## config.mk

```make
export PLATFORM = sky130hd
export DESIGN_NAME = pwm_dual_out
export DESIGN_NICKNAME = d
export VERILOG_FILES = /design/src/rtl/pwm_dual_out.sv
export SDC_FILE = /design/constraint.sdc
export NUM_CORES = 1
export LEC_CHECK = 0
export ABC_AREA = 1
export CORE_MARGIN = 3
export CORE_UTILIZATION = 49
export DETAILED_ROUTE_END_ITERATION = 6
export HOLD_SLACK_MARGIN = 0.1
export PLACE_DENSITY = 0.74
export SLEW_MARGIN = 20
export SYNTH_ARGS = -nofsm -noshare
export SYNTH_HDL_FRONTEND = slang
export SYNTH_SLANG_ARGS = --single-unit
```

## constraint.sdc

```tcl
create_clock -name clk -period 1.6 [get_ports clk]
set_clock_uncertainty 0.15 [all_clocks]
set_input_delay 0.32 -clock clk [delete_from_list [all_inputs] [get_ports clk]]
set_output_delay 0.32 -clock clk [all_outputs]
set_load 0.02 [all_outputs]
```

## src/rtl/pwm_dual_out.sv

```systemverilog
// Edge-aligned PWM with a complementary dead-time-protected low-side output.
// Outputs are registered one cycle after the compare; duty updates only at the period wrap.
module pwm_dual_out #(
    parameter int PERIOD = 100,
    parameter int DEAD   = 2
) (
    input  logic       clk,
    input  logic       reset,
    input  logic [6:0] dc,
    output logic       pwm_out,
    output logic       pwm_out1
);

    localparam int CW = $clog2(PERIOD);
    localparam logic [CW-1:0] CNT_MAX = CW'(PERIOD - 1);
    localparam logic [6:0]    PER7    = 7'(PERIOD);
    localparam logic [7:0]    DEAD8   = 8'(DEAD);
    localparam logic [7:0]    LO_END8 = 8'(PERIOD - DEAD);

    logic [CW-1:0] cnt_q, cnt_d;
    logic [6:0]    duty_q, duty_d;
    logic          pwm_out_q, pwm_out_d;
    logic          pwm_out1_q, pwm_out1_d;

    logic [7:0]    cnt8;
    logic [7:0]    duty8;
    logic [7:0]    lo_start8;

    always_comb begin
        cnt_d  = cnt_q + 1'b1;
        duty_d = duty_q;
        if (cnt_q == CNT_MAX) begin
            cnt_d  = '0;
            // Clamp so out-of-range commands behave as 100% rather than wrapping.
            duty_d = (dc > PER7) ? PER7 : dc;
        end
    end

    always_comb begin
        cnt8       = {{(8 - CW){1'b0}}, cnt_q};
        duty8      = {1'b0, duty_q};
        lo_start8  = duty8 + DEAD8;
        pwm_out_d  = (cnt8 < duty8);
        pwm_out1_d = (cnt8 >= lo_start8) && (cnt8 < LO_END8);
    end

    always_ff @(posedge clk) begin
        if (reset) begin
            cnt_q      <= '0;
            duty_q     <= '0;
            pwm_out_q  <= 1'b0;
            pwm_out1_q <= 1'b0;
        end else begin
            cnt_q      <= cnt_d;
            duty_q     <= duty_d;
            pwm_out_q  <= pwm_out_d;
            pwm_out1_q <= pwm_out1_d;
        end
    end

    assign pwm_out  = pwm_out_q;
    assign pwm_out1 = pwm_out1_q;

endmodule

```

-- Word-level counts from Yosys, hierarchy flattened
Index checks and enable logic that the tools add are counted.
- register bits after elaboration: 16
- bits in latches: 0
- RAM bits: 0
- ROM bits: 0
- memories: 0
- $add $sub $neg: 2
- multiply operators: 0
- div/mod/pow operators: 0
- $lt $le $gt $ge: 4
- eq/ne operators: 1
- shift operators: 0
- mux-type cells: 1
- bitwise logic cells: 0
- reductions and logical operators: 2
- operators with widths (kind ; count):
    $add 7x2->8 const B ; 1
    $ge 7x8->1 ; 1
    $add 7x1->7 const B ; 1
    $eq 7x7->1 const B ; 1
    $gt 7x7->1 const B ; 1
    $lt 7x7->1 ; 1
    $lt 7x7->1 const B ; 1
    $mux 7 ; 1
    $reduce_or 2->1 ; 1
    $logic_and 1x1->1 ; 1

-- Logic depth before layout (Yosys ltp)
Gate-level depths: netlist of run 1.
- depth after elaboration: 3
- gate-level depth with buffers: 9
- gate-level depth less buffers: 9

-- Least setup slack after synthesis of run 1
OpenSTA, ideal clock, no wires.
- kind: reg-to-reg
- start: reg duty_q[3]
- end: reg pwm_out1_q, in the netlist pwm_out1
- library setup time: 0.119 ns
- arrival time: 1.473 ns
- path slack: -0.143 ns
- stages on the path, launching flop included: 10
- cells stage by stage: dfxtp_1 inv_2 nor3_2 nand3_1 xor2_1 ha_1 a21oi_1 nand2_1 o21ai_0 a21oi_1
- longest elaborated chain between the ends: 3
- RTL lines (what ; line ; source):
    start: declaration ; 21 ; logic [6:0] duty_q, duty_d;
    start signal: assignment ; 55 ; duty_q <= duty_d;
    $add 7x2->8 ; 42 ; lo_start8 = duty8 + DEAD8;
    $ge 7x8->1 ; 44 ; pwm_out1_d = (cnt8 >= lo_start8) && (cnt8 < LO_END8);
    $logic_and 1x1->1 ; 44 ;
    end signal: assignment ; 57 ; pwm_out1_q <= pwm_out1_d;
    end: declaration ; 23 ; logic pwm_out1_q, pwm_out1_d;
No other way between the ends.
A chain may end at the register's enable or synchronous reset.

-- Worst setup path in the final report of run 1
- start: reg duty_q[1]
- end: reg pwm_out1_q, in the netlist pwm_out1
The elaborated chain is that of the path after synthesis.

==> impl_results.md, run 1 <==
- Starting Density: 0.549
- TritonCTS Sinks: 16
- Initial antenna violation count: 0
- Number of global-route vias before repair: 1006
- Die area: 2640 sq um
- Final TNS setup: -0.194 ns
- WL final: 2290 um
- Rel. slew slack: 0.808
- Synth top area cells: dfxtp_1 (32%), ha_1 (19%), nand2_1 (8.2%), a21oi_1 (6.4%), inv_1 (6.3%)
- Worst path required time: 1.68 ns
- Total Routing Usage GR: 0.207
- Post-DP Area: 1200 sq um
- Worst-path fanout max: 3
- Final Max Slew Viols: 0
- Min-delay worst type: reg -> reg
- Most frequent cells in the layout: nand2_1 (22), inv_1 (15), ha_1 (14)
- Achievable Freq: 0.557 GHz
- Setup ws final: -0.194 ns
- #FFs+latches synth: 16
- Yosys warnings: 0
- Commonest non-fill, non-tap cell in the layout: nand2_1
- Power per cell area: 622 nW/um^2
- Cell Rows: 15
- FF+latch area: 324 sq um
- Global-route wire length before repair: 4090 um
- # setup viols final: 1
- Multi-input gate area: 649 sq um
- RSZ-0062 raised after global routing: yes
- Register area share after synthesis: 0.317
- Final hold vios: 0
- Final layout net count: 182
- Period utilisation layout: 1.12
- Fillers: 173
- Non-Filler Instances: 182
- CP Launch Type: register
- CTS max path bufs: 2
- Post-Place Cells: 176
- Yosys cell types: 20
- Top cell type's share of synthesized area: 0.317
- Layout area overhead: 27.3%
- Dpl hpwl: 1830 um
- Slew @ Worst Pin: 0.288 ns
- Cell area after synthesis: 1010 sq um
- Critical path data arrival time: 1.88 ns
- Finished Cell Area: 1280 sq um
- RePlAce Congestion: 0.825
- Largest net degree at the start of global routing: 11
- Leading area contributor after synthesis: dfxtp_1
- Leakage power: 0.579 nW
- Hold Crit Start: cnt_q[0]
- Ant. Diodes: 0
- Failing checks: negative setup slack
- Hold-fix buffers at CTS: 0
- FF-to-FF Start: duty_q[1]
- CTS tree: done
- IO Port Bufs: 10
- Util after Layout: 0.699
- Layout cells sized above 1: 0.191
- Clock Tree Root: clkbuf_4
- Peak supply drop: 0.000505 V
- H-tree depth: 1
- WL/cell: 12.6 um
- Placeable Area: 1840 sq um
- Setup crit start: duty_q[1]
- Synthesized instance count: 133
- Total CTS buffers: 3
- Die height: 51.4 um
- Max cap viols: 0
- Die width: 51.4 um
- DRC errors left: 0
- Outcome: finished with violations
- Length of the first detailed-routing pass in iterations: 4
- Tmin final: 1.79 ns
- Routed vias: 957
- Synth Net Count: 157
- Skew-Pair Late Insertion Delay: 0.29 ns
- Synthesized area per cell: 7.59 sq um
- Crit. End Element: register
- Grt total ovfl: 0
- DR vias/cell: 5.26
- WS Path Type: reg -> reg
- 1st-iter DRT viols: 14
- Clock-pin slew on the worst setup and hold paths: 0.10 ns
- I/O pin count: 11
- Antenna-violating nets left: 0
-- cell families (layout without fill, tap and decap cells) --
logic type,after synthesis,in the layout,share of synthesized area
flip-flops,16,16,0.317
AO/OA/AOI/OAI,24,24,0.119
XOR/XNOR,6,6,0.0520
adder cells (fa/ha/maj),15,15,0.186
AND/OR/NAND/NOR,53,53,0.255
buffers and inverters,19,43,0.0706
-- cell usage after synthesis --
cell / instances
nand2_1: 22
inv_1: 17
dfxtp_1: 16
ha_1: 15
a21oi_1: 13
nor2_1: 10
nand3_1: 8
o21ai_0: 7
nand4_1: 4
o21ai_1: 4
xor2_1: 4
inv_2: 2
nor3_1: 2
nor3_2: 2
xnor2_1: 2
nand2_2: 1
nand4_2: 1
nor2_2: 1
nor2_4: 1
or2_0: 1
-- worst max-delay path, stage by stage, from the launching register on --
cell and delay [ns]:
dfxtp_2 0.37, inv_2 0.05, nor3_4 0.18, nand3_1 0.10, xor2_1 0.15, ha_1 0.33, nand3_1 0.10, nor2_1 0.10
nand2_1 0.07, a21oi_1 0.13
-- state kept, by name (all words and copies together) (netlist names) --
register	count
pwm_out	1
cnt_q	7
duty_q	7
pwm_out1	1
-- through the flow --
stage / total power [mW] / hold slack (ns) / worst slack [ns]
floorplan: 0.484 / 0.239 / -0.0970
global placement: 0.530 / 0.294 / -0.125
detailed placement: 0.535 / 0.306 / -0.206
CTS: 0.801 / 0.329 / -0.159
global route: 0.843 / 0.345 / -0.287
finish: 0.800 / 0.325 / -0.194
-- routing by layer --
| layer | up-vias | global-route usage | routed length, um |
|---|---|---|---|
| li1 | 495 | - | - |
| met1 | 437 | 0.239 | 1030 |
| met2 | 16 | 0.356 | 1120 |
| met3 | 9 | 0.0408 | 62 |
| met4 | 0 | 0.109 | 72 |
| met5 | - | 0 | 0 |
-- worst paths after layout --
check,slack (ns),depth (start not counted),endpoint
worst max-delay path,-0.19,9,pwm_out1
worst min-delay path,0.33,1,cnt_q[0]
worst max register to register,-0.19,9,pwm_out1
worst min register to register,0.33,1,cnt_q[0]
-- timing repair --
| item | in CTS | in global routing |
|---|---|---|
| setup endpoints to repair | 3 | 13 |
| resized for setup | 5 | 5 |
| setup buffers | 2 | 0 |
| pin swaps | 4 | 0 |
-- area by class of cell --
cell class | instances | area share
Timing Repair Buffer | 20 | 0.134
Sequential cell | 16 | 0.252
Inverter | 19 | 0.0555
Tap cell | 25 | 0.0243
Multi-Input combinational cell | 98 | 0.505
Clock buffer | 4 | 0.0282
-- report_power, final --
group	switching, mW	internal (mW)
Sequential	0.00981	0.410
Combinational	0.0561	0.0487
Clock	0.137	0.139
Total	0.203	0.597
(Power assumes the default switching activity.)
==> run 2, diff against run 1 <==
CORE_UTILIZATION = 45   (was 49)
PLACE_DENSITY = 0.68   (was 0.74)
==> run 2 against run 1 <==
Compared with the run above:
- the run still ends with negative setup slack left
- via count shrank 0.63%
- routed wire length increased by 3.6%
- critical path type unchanged
- critical endpoint unchanged
- sequential power hardly changed
- power fell by 0.77%
==> impl_results.md, run 2 (synthesis gave the netlist of run 1 again) <==
- Layout cells sized above 1: 0.204 (+0.0127)
- H-tree depth: 1 (unchanged)
- RePlAce Congestion: 0.804 (-2.6%)
- DRC errors left: 0 (unchanged)
- Skew-Pair Late Insertion Delay: 0.29 ns (about the same)
- Die area: 2850 sq um (+7.8%)
- Leakage power: 0.578 nW (-0.16%)
- Hold-fix buffers at CTS: 0 (unchanged)
- Peak supply drop: 0.000401 V (-20%)
- DR vias/cell: 5.17 (-1.7%)
- Clock-pin slew on the worst setup and hold paths: 0.10 ns (about the same)
- WL final: 2370 um (+3.6%)
- RSZ-0062 raised after global routing: yes
- Final TNS setup: -0.186 ns (+0.00762 ns)
- Placeable Area: 2040 sq um (+11%)
- Int Power: 0.598 mW (+0.13%)
- Ant. Diodes: 0 (unchanged)
- Cell Rows: 16 (+1)
- Grt total ovfl: 0 (unchanged)
- Global-route wire length before repair: 3960 um (-3.2%)
- Failing checks: negative setup slack
- Slew @ Worst Pin: 0.333 ns (+0.0446 ns)
- Psw: 0.196 mW (-3.4%)
- Setup WS pre-CTS: -0.216 ns (-0.00977 ns)
- Finished Cell Area: 1290 sq um (+0.29%)
- Min-delay worst type: reg -> reg
- Hold path depth: 1 (unchanged)
- CTS tree: done
- Clock network power share: 0.335 (-0.010)
- Rel. slew slack: 0.778 (-0.0298)
- Power per cell area: 616 nW/um^2 (-1.1%)
- Commonest non-fill, non-tap cell in the layout: nand2_1
- Reg power frac: 0.530 (+0.006)
- Crit. End Element: register
- Routed vias: 951 (-0.63%)
- Tmin final: 1.79 ns (-0.00762 ns)
- FF-to-FF path depth: 9 (unchanged)
- Achievable Freq: 0.560 GHz (+0.43%)
- Initial antenna violation count: 0 (unchanged)
- WHS: 0.337 ns (+0.0114 ns)
- Most frequent cells in the layout: nand2_1 (22), inv_1 (15), ha_1 (14)
- Largest net degree at the start of global routing: 11 (unchanged)
- WL/cell: 12.9 um (+2.5%)
- CP Launch Type: register
- Critical path data arrival time: 1.86 ns (-0.02 ns)
- Util after Layout: 0.631 (-0.0675)
- I/O pin count: 11 (unchanged)
- WS Path Type: reg -> reg
- Final Max Slew Viols: 0 (unchanged)
- Switching part of the total: 0.247 (-0.00677)
- Non-Filler Instances: 184 (+1.1%)
- Total CTS buffers: 3 (unchanged)
- CTS max path bufs: 2 (unchanged)
- Die height: 53.4 um (+3.8%)
- Clock Tree Root: clkbuf_4
- Die width: 53.4 um (+3.8%)
- Max cap viols: 0 (unchanged)
- 1st-iter DRT viols: 30 (+16)
- Worst-path fanout max: 3 (unchanged)
- Fillers: 202 (+17%)
- Comb power frac: 0.134 (+0.003)
- Antenna-violating nets left: 0 (unchanged)
- Final layout net count: 182 (unchanged)
- Final hold vios: 0 (unchanged)
- Setup ws final: -0.186 ns (+0.00762 ns)
- Post-DP Area: 1210 sq um (+0.21%)
- Period utilisation layout: 1.12 (-0.00477)
- Post-Place Cells: 178 (+1.1%)
- Number of global-route vias before repair: 911 (-9.4%)
- Total Routing Usage GR: 0.193 (-0.0143)
- IO Port Bufs: 10 (unchanged)
- TritonCTS Sinks: 16 (unchanged)
- Layout area overhead: 27.6%
- Length of the first detailed-routing pass in iterations: 4 (unchanged)
- Outcome: finished with violations
- Starting Density: 0.494 (-0.0545)
- # setup viols final: 1 (unchanged)
- Top flop regs: cnt_q x7, duty_q x7
- Dpl hpwl: 1820 um (-0.37%)
- Power Total: 0.794 mW (-0.77%)
- Worst path required time: 1.67 ns (about the same)
[run 2: changes by cell type in the layout (fill, tap and decap cells not counted), sizes merged]
cell / previous run / this run
buf: 10 / 9
nand2: 23 / 24
[run 2: what timing repair did]
item	4_1_cts	5_1_grt
pin swaps	4	8
gates cloned	0	1
setup buffers	1	0
resized for setup	5	7
endpoints found under the setup margin	3	12
[run 2: power groups by stage]
stage | clock network [mW] | registers (mW) | logic [mW]
6_report | 0.266 | 0.421 | 0.107
5_1_grt | 0.291 | 0.422 | 0.122
4_1_cts | 0.276 | 0.420 | 0.102
3_5_place_dp | 0 | 0.430 | 0.105
3_3_place_gp | 0 | 0.429 | 0.101
2_1_floorplan | 0 | 0.433 | 0.0510
[run 2: cell type report]
type / count / area, sq um / share of cell area
Multi-Input combinational cell: 99 / 656 / 0.509
Tap cell: 27 / 33.8 / 0.0262
Sequential cell: 16 / 327 / 0.253
Inverter: 19 / 71.3 / 0.0553
Clock buffer: 4 / 36.3 / 0.0282
Timing Repair Buffer: 19 / 165 / 0.128
[run 2: worst max-delay path, stage by stage, from the launching register on]
cell and delay [ns]:
dfxtp_2 0.36, inv_2 0.05, nor3_4 0.21, nand3_2 0.09
xor2_1 0.15, ha_1 0.34, nand3_1 0.08, nor2_1 0.12
nand2_1 0.06, a21oi_1 0.11
[run 2: layer usage]
layer  share of wire  vias up  GRT usage
met1            0.47      438      0.224
met2            0.48       12      0.341
met5               0        -          0
li1                -      495          -
met4           0.023        0     0.0553
met3           0.024        6     0.0507
[run 2: worst paths after layout]
kind	endpoint	start	slack, ns
max reg2reg	pwm_out1	duty_q[2]	-0.19
min reg2reg	cnt_q[0]	cnt_q[0]	0.34
max	pwm_out1	duty_q[2]	-0.19
min	cnt_q[0]	cnt_q[0]	0.34
